`src/rtl/mux_arb_pkg.sv`:
```
// Shared constants, lock-state encoding and pointer helper for the N:1 arbitrating mux.
package mux_arb_pkg;

    localparam int MODE_SEL = 0;
    localparam int MODE_RR  = 1;

    typedef enum logic {
        ST_IDLE   = 1'b0,
        ST_LOCKED = 1'b1
    } lock_state_e;

    function automatic int unsigned next_ptr(input int unsigned ptr, input int unsigned n);
        return (ptr + 1 >= n) ? 0 : ptr + 1;
    endfunction

endpackage

```
`src/rtl/rr_arbiter.sv`:
```
// Round-robin arbiter: one-hot grant to the first requester at or after ptr, wrapping modulo N_CH.
module rr_arbiter #(
    parameter int N_CH = 4
) (
    input  logic [N_CH-1:0]         req,
    input  logic [$clog2(N_CH)-1:0] ptr,
    input  logic                    en,
    output logic [N_CH-1:0]         grant
);

    logic [2*N_CH-1:0] dbl_req;
    logic [2*N_CH-1:0] mask;
    logic [2*N_CH-1:0] masked;
    logic              found;

    // The upper copy is never masked, so a search past the top wraps to the low channels.
    always_comb begin
        dbl_req = {req, req};
        mask    = '0;
        for (int i = 0; i < 2*N_CH; i++) begin
            mask[i] = (i >= int'(ptr));
        end
        masked = dbl_req & mask;
        grant  = '0;
        found  = 1'b0;
        for (int i = 0; i < 2*N_CH; i++) begin
            if (en && !found && masked[i]) begin
                grant[i % N_CH] = 1'b1;
                found           = 1'b1;
            end
        end
    end

endmodule

```
`src/rtl/mux_arb_nto1.sv`:
```
// N-channel registered mux with valid/ready handshakes, external or round-robin selection
// and optional packet lock held from the first beat until in_last.
module mux_arb_nto1
    import mux_arb_pkg::*;
#(
    parameter int N_CH     = 4,
    parameter int W        = 8,
    parameter int MODE     = 1,
    parameter int PKT_LOCK = 1
) (
    input  logic                    clk,
    input  logic                    rst_n,
    input  logic [$clog2(N_CH)-1:0] sel,
    input  logic [N_CH-1:0]         in_valid,
    input  logic [N_CH*W-1:0]       in_data,
    input  logic [N_CH-1:0]         in_last,
    output logic [N_CH-1:0]         in_ready,
    output logic                    out_valid,
    output logic [W-1:0]            out_data,
    output logic                    out_last,
    output logic [$clog2(N_CH)-1:0] out_ch,
    input  logic                    out_ready
);

    localparam int PW = $clog2(N_CH);

    lock_state_e   state_q, state_d;
    logic [PW-1:0] lock_ch_q, lock_ch_d;
    logic [PW-1:0] rr_ptr_q, rr_ptr_d;
    logic          out_valid_q, out_valid_d;
    logic [W-1:0]  out_data_q, out_data_d;
    logic          out_last_q, out_last_d;
    logic [PW-1:0] out_ch_q, out_ch_d;

    logic            load;
    logic            locked;
    logic [N_CH-1:0] lock_mask;
    logic [N_CH-1:0] rr_req;
    logic [N_CH-1:0] rr_gnt;
    logic [N_CH-1:0] sel_gnt;
    logic [N_CH-1:0] gnt;
    logic [N_CH-1:0] xfer_oh;
    logic            xfer;
    logic [W-1:0]    mux_data;
    logic            mux_last;
    logic [PW-1:0]   xfer_idx;

    assign load   = !out_valid_q || out_ready;
    assign locked = (PKT_LOCK != 0) && (state_q == ST_LOCKED);

    // While a packet is open only its channel may compete, regardless of sel or pointer.
    always_comb begin
        lock_mask            = '0;
        lock_mask[lock_ch_q] = 1'b1;
        rr_req               = locked ? (in_valid & lock_mask) : in_valid;
        sel_gnt              = '0;
        if (locked) begin
            sel_gnt = in_valid & lock_mask;
        end else if (32'(sel) < N_CH && in_valid[sel]) begin
            sel_gnt[sel] = 1'b1;
        end
    end

    rr_arbiter #(
        .N_CH (N_CH)
    ) u_rr_arbiter (
        .req   (rr_req),
        .ptr   (rr_ptr_q),
        .en    (load),
        .grant (rr_gnt)
    );

    assign gnt      = (MODE == MODE_RR) ? rr_gnt : sel_gnt;
    assign in_ready = gnt & {N_CH{load & rst_n}};
    assign xfer_oh  = in_ready & in_valid;
    assign xfer     = |xfer_oh;

    always_comb begin
        mux_data = '0;
        mux_last = 1'b0;
        xfer_idx = '0;
        for (int i = 0; i < N_CH; i++) begin
            mux_data = mux_data | (in_data[i*W +: W] & {W{xfer_oh[i]}});
            mux_last = mux_last | (in_last[i] & xfer_oh[i]);
            if (xfer_oh[i]) begin
                xfer_idx = PW'(i);
            end
        end
    end

    always_comb begin
        out_valid_d = out_valid_q;
        out_data_d  = out_data_q;
        out_last_d  = out_last_q;
        out_ch_d    = out_ch_q;
        rr_ptr_d    = rr_ptr_q;
        state_d     = state_q;
        lock_ch_d   = lock_ch_q;
        if (xfer) begin
            out_valid_d = 1'b1;
            out_data_d  = mux_data;
            out_last_d  = mux_last;
            out_ch_d    = xfer_idx;
        end else if (out_ready) begin
            out_valid_d = 1'b0;
        end
        // The pointer only moves at a packet boundary so a locked packet does not skew fairness.
        if (xfer && (mux_last || PKT_LOCK == 0)) begin
            rr_ptr_d = PW'(next_ptr(32'(xfer_idx), N_CH));
        end
        if (xfer && PKT_LOCK != 0) begin
            if (mux_last) begin
                state_d = ST_IDLE;
            end else begin
                state_d   = ST_LOCKED;
                lock_ch_d = xfer_idx;
            end
        end
    end

    always_ff @(posedge clk or negedge rst_n) begin
        if (!rst_n) begin
            state_q     <= ST_IDLE;
            lock_ch_q   <= '0;
            rr_ptr_q    <= '0;
            out_valid_q <= 1'b0;
            out_data_q  <= '0;
            out_last_q  <= 1'b0;
            out_ch_q    <= '0;
        end else begin
            state_q     <= state_d;
            lock_ch_q   <= lock_ch_d;
            rr_ptr_q    <= rr_ptr_d;
            out_valid_q <= out_valid_d;
            out_data_q  <= out_data_d;
            out_last_q  <= out_last_d;
            out_ch_q    <= out_ch_d;
        end
    end

    assign out_valid = out_valid_q;
    assign out_data  = out_data_q;
    assign out_last  = out_last_q;
    assign out_ch    = out_ch_q;

endmodule

```
`config.mk`:
```
export PLATFORM = sky130hd
export DESIGN_NAME = mux_arb_nto1
export DESIGN_NICKNAME = d
export VERILOG_FILES = /design/src/rtl/mux_arb_pkg.sv /design/src/rtl/rr_arbiter.sv /design/src/rtl/mux_arb_nto1.sv
export SDC_FILE = /design/constraint.sdc
export NUM_CORES = 1
export LEC_CHECK = 0
export ABC_AREA = 1
export CAP_MARGIN = 0
export CORE_AREA = 2 2 70 55
export DETAILED_ROUTE_END_ITERATION = 10
export DIE_AREA = 0 0 72 57
export GPL_TIMING_DRIVEN = 0
export PLACE_DENSITY_LB_ADDON = 0.1
export SLEW_MARGIN = 15
export SYNTH_ARGS = -nofsm -noshare
export SYNTH_HDL_FRONTEND = slang
export SYNTH_SLANG_ARGS = --single-unit
```
`constraint.sdc`:
```
create_clock -name clk -period 2.05 [get_ports clk]
set_clock_uncertainty 0.2 [all_clocks]
set_input_delay 0.205 -clock clk [delete_from_list [all_inputs] [get_ports clk]]
set_output_delay 0.205 -clock clk [all_outputs]
set_load 0.005 [all_outputs]
```
## After elaboration in Yosys (flattened, before gate mapping)

Cells that the tools add are included.

| operators by class | value |
|---|---|
| $lt $le $gt $ge | 6 |
| add/subtract/negate cells | 1 |
| bitwise operators | 20 |
| multiplexer cells | 24 |
| reduce and logical (&&, ||, !) cells | 29 |

Operators by type and width:

| operator | count |
|---|---|
| AND 8 bit | 5 |
| bitwise OR 8 bit | 3 |
| 2-to-1 mux 1 bit | 19 |
| logical AND 1 bit | 17 |
| AND 4 bit | 3 |
| zero test 1 bit | 8 |
| 2-to-1 mux 2 bit | 3 |
| AND 1 bit | 5 |
| >= comparator 1 x 2 -> 1 bit (first input constant) | 2 |
| 2-to-1 mux 4 bit | 1 |
| OR reduction 4 bit | 1 |
| adder 2 x 1 -> 3 bit (second input constant) | 1 |
| >= comparator 3 bit (second input constant) | 1 |
| < comparator 2 x 3 -> 1 bit (second input constant) | 1 |
| bitwise OR 1 bit | 3 |
| demux 1 bit (select 2 bit) | 1 |
| >= comparator 2 x 1 -> 1 bit (second input constant) | 1 |
| >= comparator 2 bit (first input constant) | 1 |
| AND reduction 2 bit | 1 |
| nonzero test 2 bit | 1 |
| logical OR 1 bit | 1 |
| inverter 1 bit | 1 |

| storage, ports and cells | value |
|---|---|
| output and inout bits | 16 |
| input bits | 45 |
| flip-flop bits (word level) | 17 |
| logic and storage cells | 87 |

## Longest topological paths before layout

| logic depth | value |
|---|---|
| depth after elaboration | 45 |
| gate-level depth with buffers | 14 |
| gate-level depth less buffers | 14 |

## Modules after synthesis

A second synthesis with hierarchy kept.

| unflattened totals | value |
|---|---|
| cells, all modules | 175 |
| area, all modules | 1172.4 um2 |

Modules (own cells, without submodules):

| module | seq. area each (um2) | cells an instance | area an instance (um2) | times used |
|---|---|---|---|---|
| mux_arb_nto1 | 425.4 | 150 | 1042.2 | 1 |
| rr_arbiter | 0.0 | 25 | 130.1 | 1 |

## Worst setup path before layout

Ideal clock, no wire load.

| timing path | value |
|---|---|
| kind | flip-flop to flip-flop |
| start | reg lock_ch_q[1] |
| end | reg rr_ptr_q[0] |
| path slack | 0.128 ns |
| required time | 1.774 ns |
| arrival time | 1.645 ns |
| period minus slack after synthesis | 1.922 ns |
| setup time | 0.076 ns |
| buffers on the path | 0 |
| stages on the path, launching flop included | 12 |
| cell sequence | dfrtp_1 > o21ai_2 > nand3_1 > nand4_1 > nor2_1 > nand2_1 > nand2_2 > nand2_4 > nand2_1 > ha_1 > or2_0 > o21ai_1 |

| on the way | value |
|---|---|
| cells in the longest elaborated chain, start to end | 43 |
| elaborated cells between the ends (all ways) | 61 |
| classes of those cells | add/sub: 1; order compare: 3; mux: 21; bitwise: 11; reduce/logical: 25 |

RTL lines:

| item | line | source |
|---|---|---|
| from (decl) | mux_arb_nto1.sv:28 | `logic [PW-1:0] lock_ch_q, lock_ch_d;` |
| from (signal assigned) | mux_arb_nto1.sv:132 | `lock_ch_q <= lock_ch_d;` |
| < comparator 2 x 3 -> 1 bit (implied by the code) or >= comparator 2 x 1 -> 1 bit (tied branches) | mux_arb_nto1.sv:54 | `lock_mask[lock_ch_q] = 1'b1;` |
| logical AND 1 bit (implied by the code) | mux_arb_nto1.sv:54 |  |
| 2-to-1 mux 1 bit (implied by the code) | mux_arb_nto1.sv:54 |  |
| demux 1 bit (select 2 bit) * | mux_arb_nto1.sv:54 |  |
| AND 4 bit * | -- |  |
| 2-to-1 mux 4 bit * | mux_arb_nto1.sv:55 | `rr_req = locked ? (in_valid & lock_mask) : in_valid;` |
| AND 8 bit * | rr_arbiter.sv:23 | `masked = dbl_req & mask;` |
| logical AND 1 bit | rr_arbiter.sv:27 | `if (en && !found && masked[i]) begin` |
| [... 28 more ...] | -- |  |
| 2-to-1 mux 1 bit | rr_arbiter.sv:27 |  |
| AND 4 bit * | mux_arb_nto1.sv:74 | `assign in_ready = gnt & {N_CH{load & rst_n}};` |
| AND 4 bit * | mux_arb_nto1.sv:75 | `assign xfer_oh = in_ready & in_valid;` |
| 2-to-1 mux 2 bit * | mux_arb_nto1.sv:85 | `if (xfer_oh[i]) begin` |
| named net xfer_idx[0] | mux_arb_nto1.sv:46 | `logic [PW-1:0] xfer_idx;` |
| adder 2 x 1 -> 3 bit * | mux_arb_pkg.sv:13 | `return (ptr + 1 >= n) ? 0 : ptr + 1;` |
| >= comparator 3 bit | mux_arb_pkg.sv:13 |  |
| 2-to-1 mux 2 bit * | mux_arb_pkg.sv:13 |  |
| to (signal assigned) | mux_arb_nto1.sv:133 | `rr_ptr_q <= rr_ptr_d;` |
| to (decl) | mux_arb_nto1.sv:29 | `logic [PW-1:0] rr_ptr_q, rr_ptr_d;` |

The timed path passes the listed nets; every way through them passes the cells marked *.
A chain may end at the register's enable or synchronous reset.

## Worst setup path in the final report

| timing path | value |
|---|---|
| start | reg lock_ch_q[0] |
| end | reg out_data_q[3] (netlist: out_data[3]) |

| on the way | value |
|---|---|
| cells in the longest elaborated chain, start to end | 41 |
| elaborated cells between the ends (all ways) | 54 |
| classes of those cells | order compare: 2; mux: 17; bitwise: 11; reduce/logical: 24 |

RTL lines:

| item | line | source |
|---|---|---|
| < comparator 2 x 3 -> 1 bit (implied by the code) or >= comparator 2 x 1 -> 1 bit (tied branches) | mux_arb_nto1.sv:54 |  |
| logical AND 1 bit (implied by the code) | mux_arb_nto1.sv:54 |  |
| 2-to-1 mux 1 bit (implied by the code) | mux_arb_nto1.sv:54 |  |
| demux 1 bit (select 2 bit) * | mux_arb_nto1.sv:54 |  |
| AND 4 bit * | -- |  |
| 2-to-1 mux 4 bit * | mux_arb_nto1.sv:55 |  |
| AND 8 bit * | rr_arbiter.sv:23 |  |
| logical AND 1 bit | rr_arbiter.sv:27 |  |
| [... 24 more ...] | -- |  |
| 2-to-1 mux 1 bit | rr_arbiter.sv:27 |  |
| zero test 1 bit | rr_arbiter.sv:27 |  |
| logical AND 1 bit (2 in series) | rr_arbiter.sv:27 |  |
| 2-to-1 mux 1 bit | rr_arbiter.sv:27 |  |
| AND 4 bit * | mux_arb_nto1.sv:74 |  |
| AND 4 bit * | mux_arb_nto1.sv:75 |  |
| AND 8 bit | mux_arb_nto1.sv:83 | `mux_data = mux_data \| (in_data[i*W +: W] & {W{xfer_oh[i]}});` |
| bitwise OR 8 bit | mux_arb_nto1.sv:83 |  |
| to (signal assigned) | mux_arb_nto1.sv:135 | `out_data_q <= out_data_d;` |
| to (decl) | mux_arb_nto1.sv:31 | `logic [W-1:0] out_data_q, out_data_d;` |

Every way passes the cells marked *; elsewhere a longest branch is shown, timed or not.

==> reports/metrics.yaml <==
cts:
  cts_sinks: 17
  clock-root-buffer: "clkbuf_8"
  insertion_delay_ps: 240
  cts_made_buffers: 3
  htreeDepth: 1
  cts_tree: "done"
  clk_pin_slew_ps: 70
  cts_buffer_depth: 2
timing:
  finalCriticalPeriod_ps: 2180
  fmax_mhz: 459
  finalHoldViolations: 0
  rsz0062_at_grt: "yes"
  slew-limit-headroom_pct: 48.8
  fin_crit_sh_pct: 106
  finalSetupViolCount: 20
  tightest_slew_ps: 765
  slew_violations: 0
  setup_slack_ps: -128
die:
  die_area_mm2: 0.00410
  start_util_pct: 33.2
  die_h_um: 57
  die_width_um: 72
  core_mm2: 0.00349
  rows: 19
  ios: 61
cells_and_area:
  seq_area_um2: 428
  design_area_mm2: 0.00231
  synthToLayoutAreaGrowth_pct: 99.2
  final_common_cell: "nand2_1"
  layout_common_cells: "nand2_1, clkdlybuf4s50_1, nand2_2, buf_4, inv_1"
  final_nets: 316
  antenna_cells: 0
  nFillCells: 304
  multi_input_area_um2: 803
  drive_gt1_share_pct: 35.3
logic_synthesis:
  synth_nets: 221
  yosys_register_bits: 17
  synthCells: 175
  synth_warnings: 0
  synth.distinct_cells: 25
  synth_seq_area_share_pct: 36.7
  avgSynthCellArea_um2: 6.63
  syn-cell-area_mm2: 0.00116
outcome:
  status: "finished with violations"
  violations: "negative setup slack"
placed_design:
  placed_cell_area_mm2: 0.00179
  dp_hpwl_um: 2520
  port_buffers: 58
  dp_slack_ps: -1140
  place.gp.congestion: 0.801
hold_path:
  min_to: "out_last$_DFFE_PN0P_"
  min_from: "out_last$_DFFE_PN0P_"
  worstHoldPathCells: 2
  hold_class: "register to register"
global_route:
  grt_max_degree: 19
  grtUsageTotal_pct: 18.6
  grt_pass1_wl_um: 6000
  grt_overflow: 0
  grt_antenna_before_repair: 0
  grt_pass1_vias: 1345
worst_setup_path:
  critPathBufInv: 5
  path_max_fanout: 5
  crit_top_cell: "nand2_1"
  crit_family: "simple AND/OR/NAND/NOR gates"
  worst_path_max_delay_cell: "dfrtp_1"
  end_kind: "register"
  reg2reg_depth: 16
  reg2reg_from: "lock_ch_q[0]$_DFFE_PN0P_"
  cp-start-kind: "register"
  crit_type: "register to register"
  r2r_setup_slack_ps: -130
  worstPathCellList: "buf_4, nand2_1, nand2_1, nand2_2, nand2_1, nor2_2, buf_4, nand2_2, nand2_2, nand2_4, buf_6, nand4_4, inv_4, buf_6, nand2_1, nand2_1"
  timing.rr.end: "out_data[3]$_DFFE_PN0P_"
  arrival_ps: 2110
  critPathMaxStageDelay_ps: 430
  cp.required_ps: 1980
drt:
  drcViolationCount: 0
  route.final.wire_length_um: 3830
  ant_nets: 0
  num_vias: 1399
  drtIter0Drc: 61
  first_pass_iters: 4
  wl_per_cell_um: 12.3
  routed_via_density: 4.50
power:
  ir_drop_mv: 0.461
  p_total_mw: 2.85
  powerDensity_mw_per_mm2: 1230
  p_leak_nw: 1.16
job:
  maxCapViolations: 0
what timing repair did:
action,in CTS,in global routing
endpoints found under the hold margin,17,17
pin swaps,21,15
setup endpoints to repair,21,21
gates resized for setup,59,25
cloned,1,0
buffers inserted,28,4
how the worst max path moves through the flow:
stage / from / slack [ps] / cells past startpoint / to
6_report: lock_ch_q[0]$_DFFE_PN0P_ / -130 / 16 / out_data[3]$_DFFE_PN0P_
5_1_grt: lock_ch_q[1]$_DFFE_PN0P_ / -270 / 14 / out_data[2]$_DFFE_PN0P_
4_1_cts: lock_ch_q[0]$_DFFE_PN0P_ / -120 / 9 / in_ready[0]
3_5_place_dp: rst_n / -1140 / 7 / in_ready[2]
3_3_place_gp: rst_n / -1150 / 7 / in_ready[2]
2_1_floorplan: lock_ch_q[1]$_DFFE_PN0P_ / 130 / 11 / rr_ptr_q[0]$_DFFE_PN0P_
cells by family (layout without fill, tap and decap cells):
family	after synthesis	count (layout)	synth area share, %
fa+ha+maj	1	1	1.08
flops	17	17	36.7
simple gates	125	125	48.7
buf+inv	24	118	8.63
compound gates	8	8	4.96
Yosys cell counts, drive strengths merged:
library cell	n	area share, %
o21ai	4	2.0
o2111ai	1	0.76
buf	1	0.97
nor3	1	0.43
or2	1	0.54
nand3	17	7.8
inv	23	7.7
dfrtp	17	37
ha	1	1.1
a31o	1	0.76
and3	1	0.54
a21oi	1	0.43
nand4	4	3.5
a21boi	1	0.97
nand2	79	28
nor2	22	7.8
worst register-to-register path: stages (launching register included):
cell and delay (ps):
dfrtp_1 430, buf_4 160, nand2_1 50, nand2_1 60
nand2_2 130, nand2_1 90, nor2_2 130, buf_4 120
nand2_2 40, nand2_2 70, nand2_4 70, buf_6 140
nand4_4 90, inv_4 50, buf_6 130, nand2_1 50
nand2_1 50
layout make-up:
class	count	area share [%]
inverters	23	4.17
clock buffers	4	1.95
well taps	42	2.27
repair buffers	90	37.8
multi-input cells	134	34.8
plain buffers	1	0.487
flip-flops and latches	17	18.5
routing by layer:
| layer | GRT usage, % | up-vias | share of wire [%] |
|---|---|---|---|
| met2 | 28.7 | 50 | 44 |
| met5 | 0 | - | 0 |
| met3 | 4.24 | 4 | 7.5 |
| met4 | 4.58 | 0 | 0.76 |
| li1 | - | 734 | - |
| met1 | 26.7 | 611 | 47 |
flip-flops by register name, indices dropped and copies added (netlist names):
name / count
lock_ch_q: 2
out_ch: 2
out_valid: 1
locked: 1
out_data: 8
rr_ptr_q: 2
out_last: 1
report_power, final:
| group | leakage (nW) | total, mW | internal [mW] | switching [mW] |
|---|---|---|---|---|
| registers | 0.208 | 0.667 | 0.507 | 0.159 |
| clock network | 0.0228 | 0.242 | 0.137 | 0.105 |
| logic | 0.925 | 1.94 | 1.04 | 0.897 |
| total | 1.16 | 2.85 | 1.69 | 1.16 |
through the flow:
stage / TNS [ps] / std cells / util [%] / hold slack (ps)
after floorplan: 0 / 175 / - / -291
after global placement: -16590 / 275 / 51.3 / 260
after detailed placement: -16500 / 275 / 51.3 / 262
after CTS: -1190 / 306 / 62.9 / -192
after global routing: -4690 / 311 / 66.1 / 304
final: -1790 / 311 / 66.1 / 279
Note: power is estimated with default switching activity, not from simulation.
==> edit 1, RTL diff (same settings) <==
`out_data_q` no longer has a reset.
--- a/src/rtl/mux_arb_nto1.sv
+++ b/src/rtl/mux_arb_nto1.sv
@@ -125,5 +125,4 @@
             rr_ptr_q    <= '0;
             out_valid_q <= 1'b0;
-            out_data_q  <= '0;
             out_last_q  <= 1'b0;
             out_ch_q    <= '0;
@@ -133,8 +132,11 @@
             rr_ptr_q    <= rr_ptr_d;
             out_valid_q <= out_valid_d;
-            out_data_q  <= out_data_d;
             out_last_q  <= out_last_d;
             out_ch_q    <= out_ch_d;
         end
+    end
+
+    always_ff @(posedge clk) begin
+        out_data_q <= out_data_d;
     end
 
Behaviour: differs if rst_n is asserted again (counterexample within 4 cycles, from zero or initial values and one cycle with rst_n low); with rst_n held inactive, the same outputs for 10 cycles.
==> edit 1 against the original RTL <==
The flow still finishes with violations (negative setup slack). Via count down 10%. Fmax up 2.8%. Clock power up 3%. Design area down 7.3%. First-iteration DRC count down 38%. Synthesized area down 5.4%. Routed wire length down 8.6%. Synthesized cell count down 19%. Worst setup slack better by 60 ps. Sequential cell count unchanged. Total power down 9.1%. Global-route usage down 1.7 points. Critical endpoint is now in_ready[1]. Highest routed layer unchanged.
==> edit 1: results (changes against the original RTL) <==
Route
  – DRT iter0 DRCs: 38 (-38%)
  – M1 WL: 1450 µm (-20%)
  – Post-DR wirelength/cell: 13.1 µm (+6.4%)
  – Met3 wire length: 170 µm (-40%)
  – Vias per inst: 4.71 (+4.7%)
  – Routed wl met2: 1830 µm (+7.8%)

Cells and area
  – Layout cells sized above 1: 36.0% (+0.68 points)
  – Fin nets: 272 (-14%)

Power and ir drop
  – Sequential Power Share: 26.5% (+3.1 points)
  – VDD IR max: 503 µV (+9.3%)
  – P_clk: 249 µW (+3%)
  – Pwr dens: 1210 mW/mm² (-2.0%)
  – Pint: 1.57 mW (-6.9%)

Timing
  – Final setup violation count: 19 (-5.0%)
  – Hold_ws: 283 ps (+4.48 ps)
  – Min setup slack post-route: -67.8 ps (+60.3 ps)

Setup path
  – Critical Path AT: 1710 ps (-400 ps)
  – Critical Path Fanout Max: 4 (-1)
  – CP startpoint: lock_ch_q[1]$_DFFE_PN0P_
  – End of the critical path: in_ready[1]
  – R2R Path End: out_data[0]$_DFFE_PP_
  – FF-to-FF setup slack: -60 ps (+70 ps)

Yosys
  – Library cells used by synthesis: 22 (-12%)
  – Synthesized Nets: 188 (-15%)
  – Post-synth top cells: nand2_1 (62), nand2_2 (10), dfrtp_1 (9), inv_1 (9), nand4_1 (9)
  – Synth area leaders: edfxtp_1 (22%), nand2_1 (21%), dfrtp_1 (21%)

Run status
  – Status: finished with violations
  – Failing checks: negative setup slack

Placed design
  – GP Congestion: 0.812 (+1.3%)
  – DP HPWL: 2380 µm (-5.5%)
  – Pre-CTS setup slack: -657 ps (+482 ps)

Global routing
  – Overall routing resource usage: 17.0% (-1.7 points)
  – Largest net degree at the start of global routing: 12 (-7)
  – Vias in the first global route: 1,246 (-7.4%)

Min path
  – Origin of the worst min-delay path: out_ch[0]$_DFFE_PN0P_
-- edit 1: changes by cell type in the layout (fill, tap and decap cells not counted), moves of 6 or more --
cell,change
dfrtp_1,-9
edfxtp_1,+8
buf_6,-9
inv_1,-10
nand4_1,+6
nand3_1,-6
nor2_1,-11
-- edit 1: final cells by class --
class | count | area (µm²)
clock buffer | 3 | 41.3
clock inverter | 1 | 5.00
fill | 295 | 1350
inverter | 14 | 75.1
multi-input combinational | 111 | 718
sequential | 17 | 469
tap | 42 | 52.6
timing repair buffer | 79 | 782
-- edit 1: logic make-up after synthesis --
kind of cell / after synthesis / synth area share (%)
flops: 17 / 42.4
simple gates: 104 / 48.5
compound gates: 6 / 2.74
fa+ha+maj: 1 / 1.14
buf+inv: 14 / 5.24
-- edit 1: through the flow --
stage | instances | area, µm²
4_1_cts | 261 | 2010
2_1_floorplan | 142 | 1100
3_5_place_dp | 242 | 1730
6_report | 267 | 2140
5_1_grt | 267 | 2140
3_3_place_gp | 242 | 1730
-- edit 1: what timing repair did --
| action | in CTS | in global routing |
|---|---|---|
| hold endpoints to repair | 9 | 0 |
| resized for setup | 52 | 21 |
| buffers inserted | 14 | 6 |
| cloned | 0 | 0 |
| setup endpoints to repair | 29 | 29 |
| hold buffers | 1 | 0 |
| pin swaps | 20 | 15 |
-- edit 1: worst reg2reg max path, cell delays in order, from the launching register on --
cell	delay, ps
dfrtp_1	420
inv_2	70
nand2_2	80
a21oi_4	60
nand2_2	80
nand2_2	60
nor2_4	180
nand3_2	100
nand2_2	100
nand2_4	70
buf_6	140
nand4_4	150
buf_12	130
-- edit 1: per-layer routing --
layer	vias to the layer above	GRT usage, %
li1	631	-
met1	587	21.2
met2	33	28.7
met3	6	4.59
met4	0	5.39
met5	-	0
==> edit 2, RTL diff (config.mk and constraints unchanged) <==
Without the edit above. `N_CH` is set to 4 in 2 places; all go to 2.
--- a/src/rtl/rr_arbiter.sv
+++ b/src/rtl/rr_arbiter.sv
@@ -1,5 +1,5 @@
 // Round-robin arbiter: one-hot grant to the first requester at or after ptr, wrapping modulo N_CH.
 module rr_arbiter #(
-    parameter int N_CH = 4
+    parameter int N_CH = 2
 ) (
     input  logic [N_CH-1:0]         req,
--- a/src/rtl/mux_arb_nto1.sv
+++ b/src/rtl/mux_arb_nto1.sv
@@ -4,5 +4,5 @@
     import mux_arb_pkg::*;
 #(
-    parameter int N_CH     = 4,
+    parameter int N_CH     = 2,
     parameter int W        = 8,
     parameter int MODE     = 1,
Interface: changed (6 resized); port bits go from 61 to 37. The function was not compared with the original's and may differ.
==> edit 2 against the original RTL <==
Worst setup slack improved by 290 ps. Sequential cell count down 3. Total power down 50%. Design area down 46%. Synthesized area is 35% lower. Synthesized cell count down 42%. Routed wire length fell by 46%. Sequential share of layout area is 9.6 points higher.
==> edit 2: results (changes against the original RTL) <==
Run status
  – Status: finished clean

Cells and area
  – Non-clock buffer share of cell area: 31.1% (-7.3 points)
  – Multi-input gates: 69 (-49%)
  – Number of fill cells: 368 (+21%)
  – Clock-cell share: 4.42% (+2.5 points)
  – Area of the multi-input gates: 330 µm² (-59%)
  – Sequential cell area share: 28.1% (+9.6 points)
  – Layout cells sized above 1: 14.5% (-21 points)
  – Cell Count, Final, Fillers Out: 187 (-40%)
  – Fin nets: 170 (-46%)

Min path
  – Min-delay worst type: in -> reg

Power and ir drop
  – Clk pwr share: 19.1% (+11 points)
  – Leakage: 0.654 nW (-43%)
  – VDD IR max: 385 µV (-16%)
  – Pint: 928 µW (-45%)
  – Logic gate share of total power: 45.9% (-22 points)

Yosys
  – Adder-cell share of the synthesized area: 0% (-1.1 points)
  – Synth Register Bits: 14 (-3)
  – Library cells used by synthesis: 15 (-40%)
  – Compound-Gate Fraction of Synth Area: 2.83% (-2.1 points)

Route
  – M1 WL: 1070 µm (-41%)
  – DRT iter0 DRCs: 30 (-51%)
  – DRT Wirelength: 2080 µm (-46%)

Placed design
  – Cell Area, Placed: 0.00115 mm² (-36%)
  – GP Congestion: 0.725 (-9.5%)
  – DP HPWL: 1460 µm (-42%)
  – Number of buffers inserted by port buffering: 35 (-40%)

Global routing
  – First-pass GRT wire length: 3370 µm (-44%)
  – Vias in the first global route: 691 (-49%)
  – Met3 Track Usage GR: 4.77% (+0.53 points)
  – Overall routing resource usage: 11.0% (-7.7 points)
  – GR Util met1: 16.1% (-11 points)

Timing
  – Worst-Margin Slew: 652 ps (-113 ps)

Setup path
  – Critical Path Fanout Max: 10 (+5)
-- edit 2: cell types whose count changed after synthesis, sizes merged, moves of 3 or more --
cell,unedited run,this run
dfrtp,17,14
nor2,22,4
nand2,79,49
o21ai,4,1
nand4,4,0
inv,23,18
nand3,17,13
-- edit 2: final timing paths --
check,from,end,depth (start not counted)
worst max-delay path,in_valid[0],in_ready[1],7
worst min-delay path,rst_n,out_ch$_DFFE_PN0P_,5
worst max register to register,lock_ch_q$_DFFE_PN0P_,lock_ch_q$_DFFE_PN0P_,8
worst min register to register,out_data[1]$_DFFE_PN0P_,out_data[1]$_DFFE_PN0P_,2
max in group asynchronous,rst_n,out_data[5]$_DFFE_PN0P_,2
min in group asynchronous,rst_n,rr_ptr_q$_DFFE_PN0P_,2
-- edit 2: worst max-delay path, stage by stage --
cell,delay (ps)
clkdlybuf4s50_1,460
inv_1,50
a21oi_2,180
nand2_4,150
nand2_2,130
inv_1,60
dlygate4sd2_1,260
-- edit 2: cells by family (layout without fill, tap and decap cells) --
| kind of cell | count (synthesis) | count (layout) |
|---|---|---|
| AOI/OAI and AO/OA | 3 | 3 |
| buffers and inverters | 19 | 62 |
| DFF | 14 | 14 |
| and+or+nand+nor | 66 | 66 |
-- edit 2: repair_timing --
item / 4_1_cts / 5_1_grt
setup endpoints to repair: 15 / 0
hold endpoints to repair: 14 / 0
buffers inserted: 3 / 0
hold buffers: 1 / 0
gates resized for setup: 10 / 0
-- edit 2: metrics by stage --
stage | setup TNS, ps | utilization [%] | setup WS [ps] | hold slack, ps
after global placement | -6920 | 33.0 | -817 | 261
after floorplan | 0 | - | 665 | -291
after detailed placement | -6980 | 33.0 | -819 | 268
after CTS | 0 | 35.6 | 153 | 223
after global routing | 0 | 35.6 | 74.0 | 232
final | 0 | 35.6 | 159 | 226
